===== src/rtl/flash_load_pkg.sv =====
// Shared types and helpers for the flash load sequencer: FSM state encoding,
// region index width and extraction of one entry from the packed job tables.
package flash_load_pkg;

    typedef enum logic [2:0] {
        ST_IDLE,
        ST_ARM,
        ST_START,
        ST_WAIT_HI,
        ST_WAIT_LO,
        ST_NEXT,
        ST_DONE,
        ST_ERROR
    } state_e;

    localparam int MAX_REGIONS = 8;

    function automatic int region_w(input int n);
        return (n > 1) ? $clog2(n) : 1;
    endfunction

    // Tables are zero-padded to MAX_REGIONS entries before slicing.
    function automatic logic [15:0] entry16(input logic [MAX_REGIONS*16-1:0] tbl, input int i);
        return tbl[i*16 +: 16];
    endfunction

    function automatic logic [23:0] entry24(input logic [MAX_REGIONS*24-1:0] tbl, input int i);
        return tbl[i*24 +: 24];
    endfunction

endpackage


===== src/rtl/flash_load_if.sv =====
// Flash reader handshake plus cartridge write port, seen from the sequencer
// (master) and from the reader / memory side (slave).
interface flash_load_if #(
    parameter int A_BITS   = 14,
    parameter int REGION_W = 1
);
    logic                fl_start;
    logic [15:0]         fl_start_addr;
    logic [23:0]         fl_offset;
    logic [15:0]         fl_amount;
    logic                fl_busy;
    logic                fl_req;
    logic                fl_ack;
    logic [A_BITS-1:0]   fl_a;
    logic [7:0]          fl_q;
    logic                wr_en;
    logic [A_BITS-1:0]   wr_addr;
    logic [7:0]          wr_data;
    logic [REGION_W-1:0] wr_region;

    modport master (
        output fl_start, fl_start_addr, fl_offset, fl_amount, fl_ack,
        output wr_en, wr_addr, wr_data, wr_region,
        input  fl_busy, fl_req, fl_a, fl_q
    );

    modport slave (
        input  fl_start, fl_start_addr, fl_offset, fl_amount, fl_ack,
        input  wr_en, wr_addr, wr_data, wr_region,
        output fl_busy, fl_req, fl_a, fl_q
    );
endinterface


===== src/rtl/flash_load_sequencer_toggle_strobe.sv =====
// Turns the flash reader's req toggle into a one-cycle write strobe with the
// address, data and region tag registered alongside it.
module toggle_strobe #(
    parameter int A_BITS = 14,
    parameter int TAG_W  = 1
) (
    input  logic              clk,
    input  logic              reset,
    input  logic              capture_en_i,
    input  logic [TAG_W-1:0]  tag_i,
    input  logic              req_i,
    input  logic [A_BITS-1:0] addr_i,
    input  logic [7:0]        data_i,
    output logic              ack_o,
    output logic              hit_o,
    output logic              strobe_o,
    output logic [A_BITS-1:0] addr_o,
    output logic [7:0]        data_o,
    output logic [TAG_W-1:0]  tag_o
);

    logic              req_q;
    logic              strobe_q;
    logic [A_BITS-1:0] addr_q;
    logic [7:0]        data_q;
    logic [TAG_W-1:0]  tag_q;

    assign hit_o = capture_en_i && (req_i != req_q);

    // req_q keeps sampling through reset so no phantom toggle follows it.
    always_ff @(posedge clk) begin
        req_q <= req_i;
        if (reset) begin
            strobe_q <= 1'b0;
            addr_q   <= '0;
            data_q   <= '0;
            tag_q    <= '0;
        end else begin
            strobe_q <= hit_o;
            if (hit_o) begin
                addr_q <= addr_i;
                data_q <= data_i;
                tag_q  <= tag_i;
            end
        end
    end

    assign ack_o    = req_q;
    assign strobe_o = strobe_q;
    assign addr_o   = addr_q;
    assign data_o   = data_q;
    assign tag_o    = tag_q;

endmodule


===== src/rtl/flash_load_sequencer.sv =====
// Boot-time loader: walks the region table through one SPI flash reader,
// producing tagged write strobes, per-region checksums and a busy watchdog.
module flash_load_sequencer
    import flash_load_pkg::*;
#(
    parameter int                      REGIONS       = 2,
    parameter int                      A_BITS        = 14,
    parameter logic [REGIONS*16-1:0]   START_ADDRS   = {REGIONS{16'h8000}},
    parameter logic [REGIONS*24-1:0]   FLASH_OFFSETS = '0,
    parameter logic [REGIONS*16-1:0]   AMOUNTS       = {REGIONS{16'd8192}},
    parameter int unsigned             TIMEOUT       = 32'd1 << 20
) (
    input  logic                            clk,
    input  logic                            reset,
    input  logic                            slot_valid_i,
    input  logic [REGIONS-1:0]              region_en_i,
    input  logic                            reload_i,
    flash_load_if.master                    bus,
    output logic                            spi_sel_flash_o,
    output logic                            hold_reset_o,
    output logic                            done_o,
    output logic                            error_o,
    output logic [region_w(REGIONS)-1:0]    err_region_o,
    output logic [15:0]                     checksum_o,
    output logic                            checksum_valid_o
);

    localparam int REGION_W = region_w(REGIONS);
    localparam int WD_W     = (TIMEOUT > 1) ? $clog2(TIMEOUT + 1) : 1;

    state_e              state_q, state_d;
    logic [REGION_W-1:0] idx_q, idx_d;
    logic [WD_W-1:0]     wdog_q, wdog_d;
    logic [15:0]         sum_q, sum_d;
    logic                loaded_q, loaded_d;
    logic                done_q, done_d;
    logic                error_q, error_d;
    logic [REGION_W-1:0] err_region_q, err_region_d;
    logic [15:0]         checksum_q, checksum_d;
    logic                cks_valid_q, cks_valid_d;

    logic [MAX_REGIONS*16-1:0] start_tbl;
    logic [MAX_REGIONS*24-1:0] offset_tbl;
    logic [MAX_REGIONS*16-1:0] amount_tbl;
    logic [15:0]               amount_cur;
    logic                      capture_en;
    logic                      hit;
    logic                      last;

    always_comb begin
        start_tbl                    = '0;
        offset_tbl                   = '0;
        amount_tbl                   = '0;
        start_tbl[REGIONS*16-1:0]    = START_ADDRS;
        offset_tbl[REGIONS*24-1:0]   = FLASH_OFFSETS;
        amount_tbl[REGIONS*16-1:0]   = AMOUNTS;
    end

    assign amount_cur        = entry16(amount_tbl, int'(idx_q));
    assign bus.fl_start_addr = entry16(start_tbl, int'(idx_q));
    assign bus.fl_offset     = entry24(offset_tbl, int'(idx_q));
    assign bus.fl_amount     = amount_cur;
    assign bus.fl_start      = (state_q == ST_START);
    assign capture_en        = (state_q == ST_WAIT_HI) || (state_q == ST_WAIT_LO);
    assign last              = (idx_q == REGION_W'(REGIONS - 1));

    toggle_strobe #(.A_BITS(A_BITS), .TAG_W(REGION_W)) u_strobe (
        .clk          (clk),
        .reset        (reset),
        .capture_en_i (capture_en),
        .tag_i        (idx_q),
        .req_i        (bus.fl_req),
        .addr_i       (bus.fl_a),
        .data_i       (bus.fl_q),
        .ack_o        (bus.fl_ack),
        .hit_o        (hit),
        .strobe_o     (bus.wr_en),
        .addr_o       (bus.wr_addr),
        .data_o       (bus.wr_data),
        .tag_o        (bus.wr_region)
    );

    always_ff @(posedge clk) begin
        if (reset) begin
            state_q      <= ST_IDLE;
            idx_q        <= '0;
            wdog_q       <= '0;
            sum_q        <= '0;
            loaded_q     <= 1'b0;
            done_q       <= 1'b0;
            error_q      <= 1'b0;
            err_region_q <= '0;
            checksum_q   <= '0;
            cks_valid_q  <= 1'b0;
        end else begin
            state_q      <= state_d;
            idx_q        <= idx_d;
            wdog_q       <= wdog_d;
            sum_q        <= sum_d;
            loaded_q     <= loaded_d;
            done_q       <= done_d;
            error_q      <= error_d;
            err_region_q <= err_region_d;
            checksum_q   <= checksum_d;
            cks_valid_q  <= cks_valid_d;
        end
    end

    always_comb begin
        state_d      = state_q;
        idx_d        = idx_q;
        wdog_d       = wdog_q;
        sum_d        = sum_q;
        loaded_d     = loaded_q;
        done_d       = done_q;
        error_d      = error_q;
        err_region_d = err_region_q;
        checksum_d   = checksum_q;
        cks_valid_d  = cks_valid_q;

        unique case (state_q)
            // Busy low guards against a reset that landed in the middle of a load.
            ST_IDLE: if (slot_valid_i && !bus.fl_busy) state_d = ST_ARM;
            ST_ARM: begin
                loaded_d = 1'b0;
                state_d  = (region_en_i[idx_q] && amount_cur != 16'd0) ? ST_START : ST_NEXT;
            end
            ST_START: begin
                sum_d    = '0;
                wdog_d   = WD_W'(TIMEOUT);
                loaded_d = 1'b1;
                state_d  = ST_WAIT_HI;
            end
            ST_WAIT_HI, ST_WAIT_LO: begin
                if (wdog_q <= WD_W'(1)) begin
                    state_d      = ST_ERROR;
                    error_d      = 1'b1;
                    err_region_d = idx_q;
                end else begin
                    wdog_d = wdog_q - WD_W'(1);
                    if (state_q == ST_WAIT_HI && bus.fl_busy)  state_d = ST_WAIT_LO;
                    if (state_q == ST_WAIT_LO && !bus.fl_busy) state_d = ST_NEXT;
                end
            end
            ST_NEXT: begin
                if (loaded_q) begin
                    checksum_d  = sum_q;
                    cks_valid_d = 1'b1;
                end
                if (last) begin
                    state_d = ST_DONE;
                    done_d  = 1'b1;
                end else begin
                    idx_d   = idx_q + REGION_W'(1);
                    state_d = ST_ARM;
                end
            end
            ST_DONE, ST_ERROR: begin
                if (reload_i) begin
                    state_d     = ST_IDLE;
                    idx_d       = '0;
                    done_d      = 1'b0;
                    error_d     = 1'b0;
                    cks_valid_d = 1'b0;
                end
            end
            default: state_d = ST_IDLE;
        endcase

        if (hit) sum_d = sum_q + {8'h00, bus.fl_q};
    end

    assign spi_sel_flash_o  = !((state_q == ST_DONE) || (state_q == ST_ERROR));
    assign hold_reset_o     = !done_q;
    assign done_o           = done_q;
    assign error_o          = error_q;
    assign err_region_o     = err_region_q;
    assign checksum_o       = checksum_q;
    assign checksum_valid_o = cks_valid_q;

endmodule


===== src/flat_wrapper.sv =====
// flat-port wrapper written by rule: the top's interface ports become plain ports
module flash_load_sequencer_flat import flash_load_pkg::*;
#(
    parameter int                      REGIONS       = 2,
    parameter int                      A_BITS        = 14,
    parameter logic [REGIONS*16-1:0]   START_ADDRS   = {REGIONS{16'h8000}},
    parameter logic [REGIONS*24-1:0]   FLASH_OFFSETS = '0,
    parameter logic [REGIONS*16-1:0]   AMOUNTS       = {REGIONS{16'd8192}},
    parameter int unsigned             TIMEOUT       = 32'd1 << 20
)
  (clk, reset, slot_valid_i, region_en_i, reload_i, spi_sel_flash_o, hold_reset_o, done_o, error_o, err_region_o, checksum_o, checksum_valid_o, bus_fl_start, bus_fl_start_addr, bus_fl_offset, bus_fl_amount, bus_fl_ack, bus_wr_en, bus_wr_addr, bus_wr_data, bus_wr_region, bus_fl_busy, bus_fl_req, bus_fl_a, bus_fl_q);
  flash_load_if #(.A_BITS(A_BITS), .REGION_W((1))) bus_i ();
  input  logic clk;
  input  logic reset;
  input  logic slot_valid_i;
  input  logic [REGIONS-1:0] region_en_i;
  input  logic reload_i;
  output logic spi_sel_flash_o;
  output logic hold_reset_o;
  output logic done_o;
  output logic error_o;
  output logic [region_w(REGIONS)-1:0] err_region_o;
  output logic [15:0] checksum_o;
  output logic checksum_valid_o;
  output wire logic [$bits(bus_i.fl_start)-1:0] bus_fl_start;
  output wire logic [$bits(bus_i.fl_start_addr)-1:0] bus_fl_start_addr;
  output wire logic [$bits(bus_i.fl_offset)-1:0] bus_fl_offset;
  output wire logic [$bits(bus_i.fl_amount)-1:0] bus_fl_amount;
  output wire logic [$bits(bus_i.fl_ack)-1:0] bus_fl_ack;
  output wire logic [$bits(bus_i.wr_en)-1:0] bus_wr_en;
  output wire logic [$bits(bus_i.wr_addr)-1:0] bus_wr_addr;
  output wire logic [$bits(bus_i.wr_data)-1:0] bus_wr_data;
  output wire logic [$bits(bus_i.wr_region)-1:0] bus_wr_region;
  input wire logic [$bits(bus_i.fl_busy)-1:0] bus_fl_busy;
  input wire logic [$bits(bus_i.fl_req)-1:0] bus_fl_req;
  input wire logic [$bits(bus_i.fl_a)-1:0] bus_fl_a;
  input wire logic [$bits(bus_i.fl_q)-1:0] bus_fl_q;
  assign bus_fl_start = bus_i.fl_start;
  assign bus_fl_start_addr = bus_i.fl_start_addr;
  assign bus_fl_offset = bus_i.fl_offset;
  assign bus_fl_amount = bus_i.fl_amount;
  assign bus_fl_ack = bus_i.fl_ack;
  assign bus_wr_en = bus_i.wr_en;
  assign bus_wr_addr = bus_i.wr_addr;
  assign bus_wr_data = bus_i.wr_data;
  assign bus_wr_region = bus_i.wr_region;
  assign bus_i.fl_busy = bus_fl_busy;
  assign bus_i.fl_req = bus_fl_req;
  assign bus_i.fl_a = bus_fl_a;
  assign bus_i.fl_q = bus_fl_q;
  flash_load_sequencer #(.REGIONS(REGIONS), .A_BITS(A_BITS), .START_ADDRS(START_ADDRS), .FLASH_OFFSETS(FLASH_OFFSETS), .AMOUNTS(AMOUNTS), .TIMEOUT(TIMEOUT)) u_core (.clk(clk), .reset(reset), .slot_valid_i(slot_valid_i), .region_en_i(region_en_i), .reload_i(reload_i), .bus(bus_i), .spi_sel_flash_o(spi_sel_flash_o), .hold_reset_o(hold_reset_o), .done_o(done_o), .error_o(error_o), .err_region_o(err_region_o), .checksum_o(checksum_o), .checksum_valid_o(checksum_valid_o));
endmodule

===== config.mk =====
export PLATFORM = sky130hd
export DESIGN_NAME = flash_load_sequencer_flat
export DESIGN_NICKNAME = d
export VERILOG_FILES = /design/src/rtl/flash_load_pkg.sv /design/src/rtl/flash_load_if.sv /design/src/rtl/flash_load_sequencer_toggle_strobe.sv /design/src/rtl/flash_load_sequencer.sv /design/src/flat_wrapper.sv
export SDC_FILE = /design/constraint.sdc
export NUM_CORES = 1
export LEC_CHECK = 0
export CAP_MARGIN = 30
export CORE_MARGIN = 3
export CORE_UTILIZATION = 43
export DETAILED_ROUTE_END_ITERATION = 7
export PLACE_DENSITY = 0.77
export SLEW_MARGIN = 20
export SYNTH_ARGS = -nofsm -noshare
export SYNTH_HDL_FRONTEND = slang
export SYNTH_SLANG_ARGS = --single-unit

===== constraint.sdc =====
create_clock -name clk -period 2.15 [get_ports clk]
set_clock_uncertainty 0.2 [all_clocks]
set_input_delay 0.43 -clock clk [delete_from_list [all_inputs] [get_ports clk]]
set_output_delay 0.43 -clock clk [all_outputs]
set_load 0.02 [all_outputs]

Word level (Yosys, flattened, before mapping)
Index checks and enable logic that the tools add are counted.
- $add $sub $neg: 3
- $mul: 1
- magnitude comparators: 2
- equal/unequal tests: 15
- shift operators: 3
- multiplexer cells: 24
- reduce and logical (&&, ||, !) cells: 27
- operators with widths (cell ; number):
    $shiftx A128 B6 Y16 const A ; 2
    $shiftx A192 B32 Y24 const A ; 1
    $pmux W21 S2 ; 1
    $mux W16 ; 2
    $le A21 B1 Y1 const B ; 1
    $mux W21 ; 1
    $mux W3 ; 7
    $sub A21 B1 Y21 const B ; 1
    $pmux W3 S6 ; 1
    $add A16 B8 Y16 ; 1
    $reduce_bool A16 Y1 ; 1
    $eq A3 B3 Y1 const B ; 4
    $reduce_and A3 Y1 ; 4
    $pmux W1 S2 ; 5
    $reduce_bool A2 Y1 ; 5
    $ne A2 B1 Y1 const B ; 4
    $reduce_and A2 Y1 ; 4
    $mux W1 ; 7
    $eq A3 B2 Y1 const B ; 2
    $logic_and A1 B1 Y1 ; 5
    $ne A2 B2 Y1 const B ; 2
    $ne A4 B1 Y1 const B ; 1
    $reduce_or A2 Y1 ; 2
    $eq A3 B1 Y1 const B ; 1
    7 further kinds ; 10
- register bits: 87
- bits of input ports: 30
- output and inout bits: 104
- logic and storage cells: 90

Logic depth before layout (Yosys ltp)
- depth in word-level cells: 6
- mapped depth: 8
- depth with buffers taken out: 8

By module
A second synthesis with hierarchy kept.
- cells, all modules: 555
- area total of the unflattened synthesis: 4724.5 sq um
- by module, submodules not included (module ; instances ; cells an instance ; area an instance (sq um)):
    flash_load_sequencer ; 1 ; 446 ; 3575.9
    toggle_strobe ; 1 ; 109 ; 1148.6

Worst setup path before layout
Ideal clock, no wire load.
- path kind: input port to flip-flop
- start: in bus_fl_q[0]
- end: reg u_core.sum_q[10]
- library setup time: 0.065 ns
- data arrival time: 2.127 ns
- data required time: 1.885 ns
- setup slack: -0.242 ns
- stages: 8
- path buffers: 0
- cells stage by stage: ha_1 fa_1 a21oi_1 o21bai_1 nor4_1 nor4b_1 mux2_2 nor2_1
- cells in the longest elaborated chain, start to end: 2
- RTL lines (what ; line ; RTL):
    start, declared ; flat_wrapper.sv:37 ; input wire logic [$bits(bus_i.fl_q)-1:0] bus_fl_q;
    $add A16 B8 Y16 ; flash_load_sequencer.sv:170 ; if (hit) sum_d = sum_q + {8'h00, bus.fl_q};
    $mux W16 ; flash_load_sequencer.sv:170 ;
    end signal, assigned ; flash_load_sequencer.sv:99 ; sum_q <= sum_d;
    end, declared ; flash_load_sequencer.sv:34 ; logic [15:0] sum_q, sum_d;
No other way between the ends.
A chain may end at the register's enable or synchronous reset.

Worst setup path after layout
- start: reg u_core.wdog_q[17]
- end: reg u_core.wdog_q[2]
- cells in the longest elaborated chain, start to end: 3
- RTL lines (what ; line ; RTL):
    start, declared ; flash_load_sequencer.sv:33 ; logic [WD_W-1:0] wdog_q, wdog_d;
    start signal, assigned ; flash_load_sequencer.sv:98 ; wdog_q <= wdog_d;
    $le A21 B1 Y1 ; flash_load_sequencer.sv:135 ; if (wdog_q <= WD_W'(1)) begin
    $ne A2 B2 Y1 (no source line) ; - ;
    $reduce_and A2 Y1 (no source line) ; - ;
No other way between the ends.

==> results_dict.tcl <==
set metrics [dict create \
    outcome "finished with violations" \
    violations "negative setup slack" \
    globalRouteMet2Util_pct 33.5 \
    grt_pass1_wl_um 18000 \
    drt-total-wl_um 11800 \
    power_density_mw_per_mm2 969 \
    tritoncts "yes" \
    routed_via_density 5.15 \
    cts_buffer_depth 2 \
    netlist_area_mm2 0.00440 \
    slew-limit-headroom_pct 63.5 \
    worst-path-max-fanout 7 \
    yosys.area.top_type "dfxtp_1" \
    worstReg2RegStart "u_core.wdog_q[17]" \
    synthFlopType "dfxtp_1" \
    synth-async-reset-ratio_pct 0 \
    final_nets 711 \
    hold_path_depth 1 \
    seq_area_frac_synth_pct 39.6 \
    hpwlAfterDp_um 7800 \
    rrSetupSlack_ns -0.04 \
    dieWidth_um 107 \
    syn_to_final_growth_pct 37.9 \
    holdBufCountCts 0 \
    postRouteAntennaNets 0 \
    nFillCells 813 \
    final-setup-viol-count 8 \
    max_cap_viol_count 0 \
    finalSetupTns_ns -0.164 \
    gr-total-overflow 0 \
    cts_num_sinks 87 \
    hold_end "u_core.u_strobe.ack_o" \
    die_area_mm2 0.0115 \
    clk_pin_slew_ns 0.09 \
    drt-wirelength-per-cell_um 14.6 \
    start_kind "flop" \
    rsz0062_at_grt "true" \
    numPlacedInstances 782 \
    final_cells 808 \
    yosys_warnings 0 \
    r2r_cells 7 \
    busiest_layer "met2" \
    gp_congestion 0.869 \
    worstSetupEndpointType "flop" \
    io_pins 134 \
    clk_root_buffer_cell "clkbuf_8" \
    worstPathRequired_ns 2.20 \
    synth_area_leaders "dfxtp_1, buf_4, nand2_1" \
    grt_start_max_net_pins 29 \
    io_buffers 77 \
    final_layout_size_suffix_gt1_share_pct 23.4 \
    syn_inst 544 \
    synth-seq-cells 87 \
    tightest_slew_ns 0.545 \
    firstDrtPassIters 4 \
    layout_setup_ws_ns -0.0376 \
    dr.first_iter.drc_count 210 \
    grt_usage_pct 19.1 \
    arrival_ns 2.24 \
    synth_most_common_cell "nand2_1" \
    p_sw_mw 2.42 \
    finalCritPeriodShare_pct 102 \
    antenna_cells 0 \
    initial_core_util_pct 44.6 \
    rows 36 \
    p_seq_share_pct 34.1 \
    hold_ws_ns 0.0880 \
    hold_viol_final 0 \
    synth-edff-count 0 \
    p_int_mw 3.46 \
    drc 0 \
    swShare_pct 41.1 \
    ir_drop_mv 0.772 \
    reg2reg_to "u_core.wdog_q[2]" \
    max_freq_mhz 457 \
    synth_top_area_share_pct 39.6 \
    antenna_found_initial 0 \
    met1_usage_pct 23.0 \
    syn_avg_cell_area_um2 8.08 \
    crit_type "reg -> reg" \
    core_mm2 0.00986 \
    die_height_um 107 \
    fin_crit_ns 2.19 \
    grt_use_met3_pct 3.43 \
    clk_latency_ns 0.36 \
    p_clk_share_pct 17.9 \
    hold_path.startpoint "bus_fl_req" \
    cts_buffers 9 \
    slew_violations 0 \
    ys_types 56 \
    h-tree-depth 3 \
    p_comb_share_pct 48.1 \
    vias 4159 \
    grt_pass1_vias 3948 \
    min_path_type "in -> reg" \
    synthTopCellsByCount "nand2_1, dfxtp_1, a21oi_1" \
    leakagePower_nw 2.38 \
]
## cells by family after synthesis
family          Yosys count  share of synthesized area (%)
compound gates          116                           17.0
buf+inv                  90                           12.7
xor+xnor                 19                           3.78
other cells               2                          0.171
flops                    87                           39.6
simple gates            211                           21.5
fa+ha+maj                11                           3.30
mux                       8                           1.94
## how the worst max path moves through the flow
stage | from | end | slack, ns
floorplan | u_core.wdog_q[2] | u_core.wdog_q[9] | 0.03
global placement | bus_fl_q[0] | u_core.sum_q[10] | -0.65
detailed placement | bus_fl_q[0] | u_core.sum_q[12] | -0.72
CTS | u_core.sum_q[0] | u_core.sum_q[10] | 0.0009
global route | u_core.wdog_q[19] | u_core.wdog_q[2] | -0.10
finish | u_core.wdog_q[17] | u_core.wdog_q[2] | -0.04
## layout make-up
cell class / instances / area (µm²) / share of cell area, %
Clock buffer: 9 / 124 / 2.04
Clock inverter: 7 / 48.8 / 0.805
Inverter: 8 / 30.0 / 0.495
Multi-Input combinational cell: 423 / 2670 / 44.1
Sequential cell: 87 / 1760 / 29.0
Tap cell: 133 / 166 / 2.74
Timing Repair Buffer: 141 / 1260 / 20.8
## per-layer routing
| layer | vias up | wire (µm) |
|---|---|---|
| li1 | 1996 | - |
| met1 | 1987 | 4770 |
| met2 | 148 | 6030 |
| met3 | 28 | 705 |
| met4 | 0 | 327 |
| met5 | - | 0 |
## power by group through the flow
| stage | Sequential, mW | Combinational [mW] | Clock (mW) |
|---|---|---|---|
| after global placement | 1.99 | 2.32 | 0 |
| final | 2.00 | 2.82 | 1.05 |
| after CTS | 1.98 | 2.54 | 1.06 |
| after floorplan | 2.05 | 1.58 | 0 |
| after detailed placement | 2.00 | 2.40 | 0 |
| after global routing | 2.02 | 3.07 | 1.14 |
## sequential cells by signal, indices dropped and copies added, names as in the netlist
signal                    cells
u_core.u_strobe.tag_o         1
u_core.checksum_o            16
u_core.u_strobe.addr_o       14
u_core.wdog_q                21
u_core.u_strobe.ack_o         1
u_core.u_strobe.data_o        8
u_core.done_o                 1
u_core.state_q                3
u_core.err_region_o           1
u_core.error_o                1
u_core.loaded_q               1
u_core.sum_q                 16
u_core.idx_q                  1
u_core.u_strobe.strobe_o      1
u_core.checksum_valid_o       1
## critical path: stages (launching register included)
cell and delay [ns]:
dfxtp_2 0.34, nor4_4 0.31, nand2_2 0.13, o41a_4 0.57
buf_6 0.17, o21ai_2 0.12, xor2_1 0.17, nor2_1 0.06
## stage by stage
stage | utilization, % | instance area [µm²] | power, mW | worst slack [ns]
CTS | 59.1 | 5830 | 5.58 | 0.000915
floorplan | - | 4670 | 3.63 | 0.0274
global route | 61.5 | 6060 | 6.23 | -0.102
finish | 61.5 | 6060 | 5.87 | -0.0376
global placement | 55.8 | 5500 | 4.31 | -0.651
detailed placement | 55.8 | 5500 | 4.40 | -0.721
## repair_timing
item	4_1_cts	5_1_grt
setup endpoints to repair	29	34
gates cloned	2	0
buffers inserted	4	4
resized for setup	31	46
pin swaps	10	20
## placed cells by master, fill, tap and decap left out, drive strengths merged, types with 10 or more instances in the layout
master         synthesis  routed
o21ai                 16      16
clkdlybuf4s50          0      67
nand2                105     105
nand3                 13      13
buf                   58      66
nor2                  48      48
a21oi                 62      62
dfxtp                 87      87
xor2                  16      16
ha                    10      10
conb                   2      56
Power figures use the tool's default switching activity.
